**src/rtl/param_nor_run_detect.sv**
```systemverilog
// Streaming NOR/AND reducer: counts consecutive matching valid words with a
// saturating counter and flags when the run reaches a programmable threshold.
module param_nor_run_detect #(
    parameter int nbits = 8,
    parameter int cbits = 4
) (
    input  logic             clk,
    input  logic             reset_n,
    input  logic [nbits-1:0] in_,
    input  logic             in_val,
    input  logic             mode,
    input  logic [cbits-1:0] thresh,
    input  logic             clear,
    output logic             out,
    output logic [cbits-1:0] run_count,
    output logic             detect,
    output logic             detect_pulse
);

    localparam logic [cbits-1:0] cmax = '1;

    logic             match;
    logic             out_next;
    logic [cbits-1:0] count_next;
    logic             pulse_next;

    assign match = mode ? (&in_) : ~(|in_);

    always_comb begin
        // NOTE: every output gets a default first so no path leaves it unassigned (no latch).
        out_next   = out;
        count_next = run_count;
        pulse_next = 1'b0;
        if (clear) begin
            out_next   = 1'b0;
            count_next = '0;
        end else if (in_val) begin
            if (match) begin
                out_next   = 1'b1;
                count_next = (run_count == cmax) ? cmax : run_count + 1'b1;
            end else begin
                out_next   = 1'b0;
                count_next = '0;
            end
            // Pulse only on the crossing edge; saturation or a thresh drop cannot retrigger it.
            pulse_next = match && (thresh != '0) && (run_count < thresh) && (count_next >= thresh);
        end
    end

    // NOTE: state registers use non-blocking assignments so all flops update together at the edge.
    always_ff @(posedge clk or negedge reset_n) begin
        if (!reset_n) begin
            out          <= 1'b0;
            run_count    <= '0;
            detect_pulse <= 1'b0;
        end else begin
            out          <= out_next;
            run_count    <= count_next;
            detect_pulse <= pulse_next;
        end
    end

    // Live thresh so a threshold change is visible without waiting for an edge.
    assign detect = (thresh != '0) && (run_count >= thresh);

endmodule

```
**config.mk**
```make
export PLATFORM = sky130hd
export DESIGN_NAME = param_nor_run_detect
export DESIGN_NICKNAME = d
export VERILOG_FILES = /design/src/rtl/param_nor_run_detect.sv
export SDC_FILE = /design/constraint.sdc
export NUM_CORES = 1
export LEC_CHECK = 0
export CAP_MARGIN = 20
export CORE_UTILIZATION = 42
export DETAILED_ROUTE_END_ITERATION = 6
export PLACE_DENSITY = 0.85
export SYNTH_ARGS = -nofsm -noshare
export SYNTH_HDL_FRONTEND = slang
export SYNTH_SLANG_ARGS = --single-unit
export TNS_END_PERCENT = 100
```
**constraint.sdc**
```tcl
create_clock -name clk -period 2.3 [get_ports clk]
set_clock_uncertainty 0.15 [all_clocks]
set_input_delay 0.23 -clock clk [delete_from_list [all_inputs] [get_ports clk]]
set_output_delay 0.23 -clock clk [all_outputs]
set_load 0.01 [all_outputs]
```
* Word level (Yosys, flattened, before mapping)
Index checks and enable logic that the tools add are counted.
Storage, ports and cells: input port bits 17, latch bits 0, memories kept 0, word-level logic and storage cells 29, memory bits (writable) 0, register bits 6, ROM bits 0, output and inout bits 7
Cells by class: eq/ne operators 1, reductions and logical operators 8, multipliers 0, bitwise gates (word level) 1, shift operators 0, add/sub/neg operators 1, mux-type cells 12, magnitude comparators 3, divide/modulo/power cells 0
Operator list (count):
- $mux W4 | 6
- $ge A4 B4 Y1 | 2
- $reduce_and A8 Y1 | 1
- $reduce_or A8 Y1 | 1
- $mux W1 | 6
- $add A4 B1 Y4 const B | 1
- $eq A4 B4 Y1 const B | 1
- $logic_and A1 B1 Y1 | 4
- $lt A4 B4 Y1 | 1
- $reduce_bool A4 Y1 | 1
- $reduce_bool A2 Y1 | 1
- $not A1 Y1 | 1

* Longest topological paths before layout
Gate-level depths: netlist of the first run.
depth in word-level cells 10, mapped depth 9, depth with buffers taken out 9

* Worst setup path before layout of the first run
No wires, ideal clock.
path type register to register, start point register run_count[1], end point register detect_pulse, library setup time 0.107 ns, cell stages (with the launch flop) 10, required time 2.043 ns, setup slack 0.216 ns, buffers on the path 0, arrival time 1.827 ns, clock period less this slack 2.084 ns, path through dfrtp_1 > ha_1 > nand2_1 > o21ai_0 > nand2b_1 > ha_1 > nand2b_1 > a21o_1 > nand3_1 > a2111oi_4
On the way: word-level cells in the longest chain between the ends 9, elaborated cells between the ends (all ways) 12, classes of those cells 1 x add/sub; 2 x order compare; 1 x eq/ne; 6 x mux; 2 x reduce/logical
RTL lines:
- from (decl) | line 15 | output logic [cbits-1:0] run_count,
- from (signal assigned) | line 58 | run_count <= count_next;
- $add A4 B1 Y4 / $eq A4 B4 Y1 (equally long branches) | line 40 | count_next = (run_count == cmax) ? cmax : run_count + 1'b1;
- $mux W4 | line 40
- $mux W4 | line 38 | if (match) begin
- $mux W4 | line 37 | end else if (in_val) begin
- $mux W4 | line 34 | if (clear) begin
- $ge A4 B4 Y1 | line 46 | pulse_next = match && (thresh != '0) && (run_count < thresh) && (count_next >= thresh);
- $logic_and A1 B1 Y1 (*) | line 46
- $mux W1 (*) | line 37
- $mux W1 (*) | line 34
- net pulse_next | line 25 | logic pulse_next;
- to (signal assigned) | line 59 | detect_pulse <= pulse_next;
- to (decl) | line 17 | output logic detect_pulse
Mark *: on every way through the listed nets, which the timed path passes. The rest lies on a longest branch. The select of a mux whose other input is x is not followed. A chain may end at the register's enable or synchronous reset.

* Worst setup path after layout of the first run
start point input in_[4], end point register detect_pulse
On the way: word-level cells in the longest chain between the ends 10, elaborated cells between the ends (all ways) 13, classes of those cells 1 x order compare; 6 x mux; 1 x bitwise; 5 x reduce/logical
RTL lines:
- from (decl) | line 9 | input logic [nbits-1:0] in_,
- $reduce_or A8 Y1 | line 27 | assign match = mode ? (&in_) : ~(|in_);
- $not A1 Y1 | line 27
- $mux W1 (*) | line 27
- $mux W4 | line 38
- $mux W4 | line 37
- $mux W4 | line 34
- $ge A4 B4 Y1 | line 46
- $logic_and A1 B1 Y1 (*) | line 46
- $mux W1 (*) | line 37
- $mux W1 (*) | line 34
- net pulse_next | line 25
Marks and branches as above.

==> flow_metrics.py, run 1 <==
metrics = {
    "finish": {
        "nets": 135,
        "drive_gt1_share_pct": 18.7,
        "finish.utilization_pct": 71.8,
        "final_cell_mix": "clkdlybuf4s50_1 (22), buf_4 (11), ha_1 (9)",
        "final_common_cell": "clkdlybuf4s50_1",
        "nFillCells": 113,
        "areaGrowthSynthToFinish_pct": 55.0,
        "num_antenna_cells": 0,
    },
    "critical_path": {
        "critPathSlowestCell": "clkdlybuf4s50_1",
        "worstPathRequired_ps": 2290,
        "worst-endpoint-arrival_ps": 2200,
        "cp-start-kind": "input pin",
        "critPathMaxFanout": 2,
        "path_class": "input pin to register",
        "path_cells": "clkdlybuf4s50_1 > nor4_4 > a31oi_4 > nand2b_1 > ha_1 > nand2b_1 > a21o_1 > nand3_1 > a2111oi_4",
        "timing.rr.start": "run_count[1]",
        "cp_common_cell": "nand2b_1",
        "ff2ff_setup_slack_ps": 170,
        "r2r.worst_path.cells": 9,
        "r2r_end": "detect_pulse",
        "end_kind": "register",
        "max_stage_delay_ps": 460,
    },
    "global_route": {
        "grt_first_pass_wirelength_um": 2410,
        "overflow": 0,
        "grtUsageTotal_pct": 22.2,
        "grt_max_degree": 11,
        "grt_pass1_vias": 614,
        "grt_antenna_before_repair": 0,
    },
    "sta": {
        "timing.final.crit_share_pct": 96.1,
        "setup_viol": 0,
        "worst_pin_slew_ps": 316,
        "period_minus_slack_ps": 2210,
        "drv_slew": 0,
        "fmax_mhz": 453,
        "slew_headroom_pct": 78.9,
        "rsz0062_at_grt": "no",
        "setup_tns_ps": 0,
        "finalHoldViolations": 0,
    },
    "synthesis": {
        "syn-num-nets": 97,
        "avgSynthCellArea_sq_um": 8.81,
        "syn_area_sq_um": 626,
        "synth_cell_type_count": 28,
        "syn_inst": 71,
        "synth_edf_count": 0,
        "synthFlopType": "dfrtp_1",
        "synth-async-reset-ratio_pct": 100,
        "yosysWarnings": 0,
        "ys_seq_area_share_pct": 24.0,
        "ys_seq_elements": 6,
    },
    "flow_run": {
        "cap_violations": 0,
    },
    "die": {
        "start_util_pct": 46.3,
        "die_w_um": 40.6,
        "ioPinCount": 24,
        "rows": 13,
        "core-area_sq_um": 1350,
        "die_h_um": 40.6,
        "dieArea_sq_um": 1650,
    },
    "power": {
        "p_leak_nw": 0.422,
        "power_density_nw_per_um2": 290,
        "vdd_ir_drop_max_mv": 0.295,
    },
    "placement": {
        "gp_congestion": 0.770,
        "dp_hpwl_um": 1240,
        "numPortBuffers": 23,
    },
    "routing": {
        "drt-initial-drc-count": 11,
        "drc": 0,
        "vias": 653,
        "ant_nets": 0,
        "totalWireLength_um": 1480,
        "wl_per_cell_um": 12.1,
        "firstDrtPassIters": 3,
        "routed_via_density": 5.35,
    },
    "min_path": {
        "hp-class": "input pin to async pin",
    },
    "clocking": {
        "cts.htree.levels": 1,
        "clock-root-buffer": "clkbuf_4",
        "insertion_delay_ps": 250,
        "hold_buffers": 0,
        "clockBufferDepth": 2,
        "post_cts_buffers": 0,
        "cts_tree": "built",
        "cts.clk_slew.worst_paths_ps": 40,
        "clock-sinks": 6,
        "cts_buffers": 3,
    },
    "status": {
        "run_status": "completed",
    },
}
sequential cells by signal, summed over array words and instances, names as in the netlist:
register / flops
detect_pulse: 1
run_count: 4
out: 1
synth_stat cells (2+ instances only):
master    instances  share of area, %
nand3b_1          3               3.6
a21o_1            2               2.4
o21ai_0           3               2.4
nor2b_1           2               2.0
a21oi_1           3               2.4
ha_1              9                18
nand2_1           6               3.6
nor3_1            2               1.6
o32ai_1           2               2.8
nor2_1            8               4.8
inv_1             5               3.0
nand3_1           2               1.6
nand2b_1          4               4.0
dfrtp_1           6                24
metal layers:
metal / track usage (%) / wire length [um]
met1: 23.9 / 641
met2: 41.7 / 766
met3: 10.0 / 69
met4: 0 / 0
met5: 0 / 0
metrics by stage:
step                      cells  power [W]  worst slack [ps]  hold slack (ps)  instance area (sq um)
after floorplan              71   0.000133               216             -216                    626
after global placement      119   0.000183              -163              338                    952
after detailed placement    119   0.000185              -222              345                    952
after CTS                   122   0.000286              25.7             80.8                    975
after global routing        122   0.000299              4.33             91.8                    970
final                       122   0.000281              90.8             78.2                    970
layout make-up:
type	count	area [sq um]	share of cell area (%)
Timing Repair Buffer	34	308	31.7
Clock buffer	3	22.5	2.32
Tap cell	15	18.8	1.94
Inverter	5	18.8	1.94
Multi-Input combinational cell	59	452	46.6
Sequential cell	6	150	15.5
logic make-up after synthesis:
family	share of synthesized area, %
adders and majority gates	18.0
AOI/OAI and AO/OA	23.6
DFF	24.0
buffers and inverters	3.80
and+or+nand+nor	30.6
worst max path at each step:
stage                      start            to  cells after the start
global placement       thresh[1]        detect                      8
finish                    in_[4]  detect_pulse                      9
floorplan           run_count[1]  detect_pulse                      9
global route              in_[4]  detect_pulse                      9
CTS                    thresh[1]        detect                      8
detailed placement     thresh[1]        detect                      8
report_power, final:
group           total, W  internal [W]  switching, W
clock          0.0000980     0.0000591     0.0000389
sequential      0.000107      0.000107   0.000000463
combinational  0.0000758     0.0000450     0.0000308
total           0.000281      0.000211     0.0000702
repair_timing:
action / in CTS / in global routing
endpoints found under the hold margin: 0 / 0
resized for setup: 2 / 2
setup endpoints to repair: 1 / 2
pin swaps: 1 / 1
worst max-delay path, delay by kind of cell:
family	cells	cell delay [ps]
adder cells (fa/ha/maj)	1	270
AND/OR/NAND/NOR	4	710
buffers and inverters	1	460
AO/OA/AOI/OAI	3	530
Note: power is estimated with default switching activity, not from simulation.
==> run 2, diff against run 1 <==
--- a/config.mk
+++ b/config.mk
@@ -6,9 +6,10 @@
 export NUM_CORES = 1
 export LEC_CHECK = 0
 export CAP_MARGIN = 20
-export CORE_UTILIZATION = 42
+export CORE_UTILIZATION = 44
+export CTS_BUF_LIST = sky130_fd_sc_hd__clkbuf_2
 export DETAILED_ROUTE_END_ITERATION = 6
-export PLACE_DENSITY = 0.85
+export PLACE_DENSITY = 0.88
 export SYNTH_ARGS = -nofsm -noshare
 export SYNTH_HDL_FRONTEND = slang
 export SYNTH_SLANG_ARGS = --single-unit
==> flow_metrics.py, run 2 (same netlist as run 1, synthesis figures left out) <==
metrics = {
    "status": {
        "run_status": "completed",
    },
    "clocking": {
        "insertion_delay_ps": 220,
        "cts_buffers": 3,
        "cts_tree": "built",
        "cts.htree.levels": 1,
        "clock-sinks": 6,
        "clockBufferDepth": 2,
        "hold_buffers": 0,
        "clock-root-buffer": "clkbuf_2",
        "cts.clk_slew.worst_paths_ps": 60,
    },
    "power": {
        "vdd_ir_drop_max_mv": 0.289,
        "power_density_nw_per_um2": 262,
        "power.total_w": 0.000256,
        "p_leak_nw": 0.449,
    },
    "sta": {
        "slew_headroom_pct": 79.0,
        "period_minus_slack_ps": 2170,
        "setup_tns_ps": 0,
        "setup_viol": 0,
        "finalHoldViolations": 0,
        "drv_slew": 0,
        "rsz0062_at_grt": "no",
        "worst_pin_slew_ps": 312,
        "fmax_mhz": 460,
        "timing.final.crit_share_pct": 94.5,
    },
    "critical_path": {
        "critPathTopFamily": "buffers and inverters",
        "end_kind": "output port",
        "path_cells": "clkdlybuf4s50_1 > inv_1 > ha_1 > nor2b_1 > o211ai_1 > nand3b_1 > o21ba_2 > clkbuf_2",
        "cp-start-kind": "input pin",
        "max_stage_delay_ps": 470,
        "crit_buf_inv": 3,
        "worstPathRequired_ps": 1920,
        "worst-endpoint-arrival_ps": 1790,
        "path_class": "input pin to output port",
        "critPathSlowestCell": "clkdlybuf4s50_1",
        "critPathMaxFanout": 2,
    },
    "finish": {
        "biggestRegsByFlops": "run_count x4, detect_pulse x1, out x1",
        "finish.instance_area_sq_um": 975,
        "drive_gt1_share_pct": 19.6,
        "largest_reg_flops": 4,
        "final_common_cell": "clkdlybuf4s50_1",
        "num_antenna_cells": 0,
        "areaGrowthSynthToFinish_pct": 55.8,
        "nets": 135,
        "final_cell_mix": "clkdlybuf4s50_1 (19), buf_4 (11), ha_1 (9)",
        "finish.utilization_pct": 74.0,
        "regMostFlops": "run_count",
        "final_cells": 122,
    },
    "routing": {
        "totalWireLength_um": 1470,
        "firstDrtPassIters": 4,
        "wl_per_cell_um": 12.0,
        "routed_via_density": 5.57,
        "vias": 680,
        "ant_nets": 0,
        "drt-initial-drc-count": 7,
        "drc": 0,
    },
    "placement": {
        "dp_hpwl_um": 1230,
        "dpl_cell_area_sq_um": 952,
        "numPortBuffers": 23,
        "dp_cells": 119,
        "gp_congestion": 0.747,
    },
    "flow_run": {
        "cap_violations": 0,
    },
    "global_route": {
        "grtUsageTotal_pct": 21.8,
        "grt_antenna_before_repair": 0,
        "overflow": 0,
        "grt_max_degree": 11,
        "grt_pass1_vias": 567,
        "grt_first_pass_wirelength_um": 2250,
    },
    "die": {
        "rows": 13,
        "die_w_um": 39.7,
        "start_util_pct": 47.5,
        "dieArea_sq_um": 1580,
        "die_h_um": 39.7,
        "ioPinCount": 24,
        "core-area_sq_um": 1320,
    },
    "min_path": {
        "hp-class": "input pin to async pin",
    },
}
[run 2: final timing paths]
path                               from            to  slack, ps  cells past startpoint
min in group clk                    out           out        420                      2
hold reg to reg                     out           out        420                      2
max in group asynchronous       reset_n           out       1680                      1
setup reg to reg           run_count[1]  detect_pulse        160                      9
setup / recovery              thresh[1]        detect        130                      8
hold / removal                  reset_n  run_count[3]         90                      1
[run 2: worst reg2reg max path: stages, from the launching register on]
cell       delay, ps
dfrtp_1          430
ha_1             210
nand2_1           80
o21ai_0          230
nand2b_1          90
ha_1             260
nand2b_1          90
a21o_1           140
nand3_2          100
a2111oi_4        280
[run 2: stage by stage]
step           hold WS (ps)  setup WS [ps]
6_report               92.7            128
3_3_place_gp            339           -166
3_5_place_dp            344           -230
5_1_grt                 104           6.28
4_1_cts                96.4           10.9
2_1_floorplan          -216            216
[run 2: timing repair]
item / CTS / global route
pin swaps: 1 / 4
hold endpoints to repair: 0 / 0
setup buffers: 0 / 0
resized for setup: 2 / 5
setup endpoints to repair: 1 / 2
[run 2: power breakdown]
| part | internal, W | switching [W] |
|---|---|---|
| registers | 0.000106 | 0.000000466 |
| clock network | 0.0000353 | 0.0000382 |
| logic | 0.0000444 | 0.0000309 |
| total | 0.000186 | 0.0000695 |
[run 2: cell type report]
class / instances / area (sq um)
clock buffers: 3 / 15.0
multi-input cells: 59 / 457
repair buffers: 34 / 315
inverters: 5 / 18.8
well taps: 15 / 18.8
flip-flops and latches: 6 / 150
fillers: 111 / 343
[run 2: metal layers]
layer  global-route usage [%]  vias up  part of all wire [%]
met5                        0        -                     0
li1                         -      339                     -
met2                     39.8       22                    54
met4                        0        0                     0
met1                     23.9      319                    41
met3                     10.2        0                   5.0
==> run 3, diff against run 2 <==
--- a/config.mk
+++ b/config.mk
@@ -8,8 +8,10 @@
 export CAP_MARGIN = 20
 export CORE_UTILIZATION = 44
 export CTS_BUF_LIST = sky130_fd_sc_hd__clkbuf_2
+export CTS_CLUSTER_DIAMETER = 150
 export DETAILED_ROUTE_END_ITERATION = 6
 export PLACE_DENSITY = 0.88
+export SLEW_MARGIN = 0
 export SYNTH_ARGS = -nofsm -noshare
 export SYNTH_HDL_FRONTEND = slang
 export SYNTH_SLANG_ARGS = --single-unit
==> results of run 3 <==
The final DEF is identical to that of run 2; final timing and power are the same.
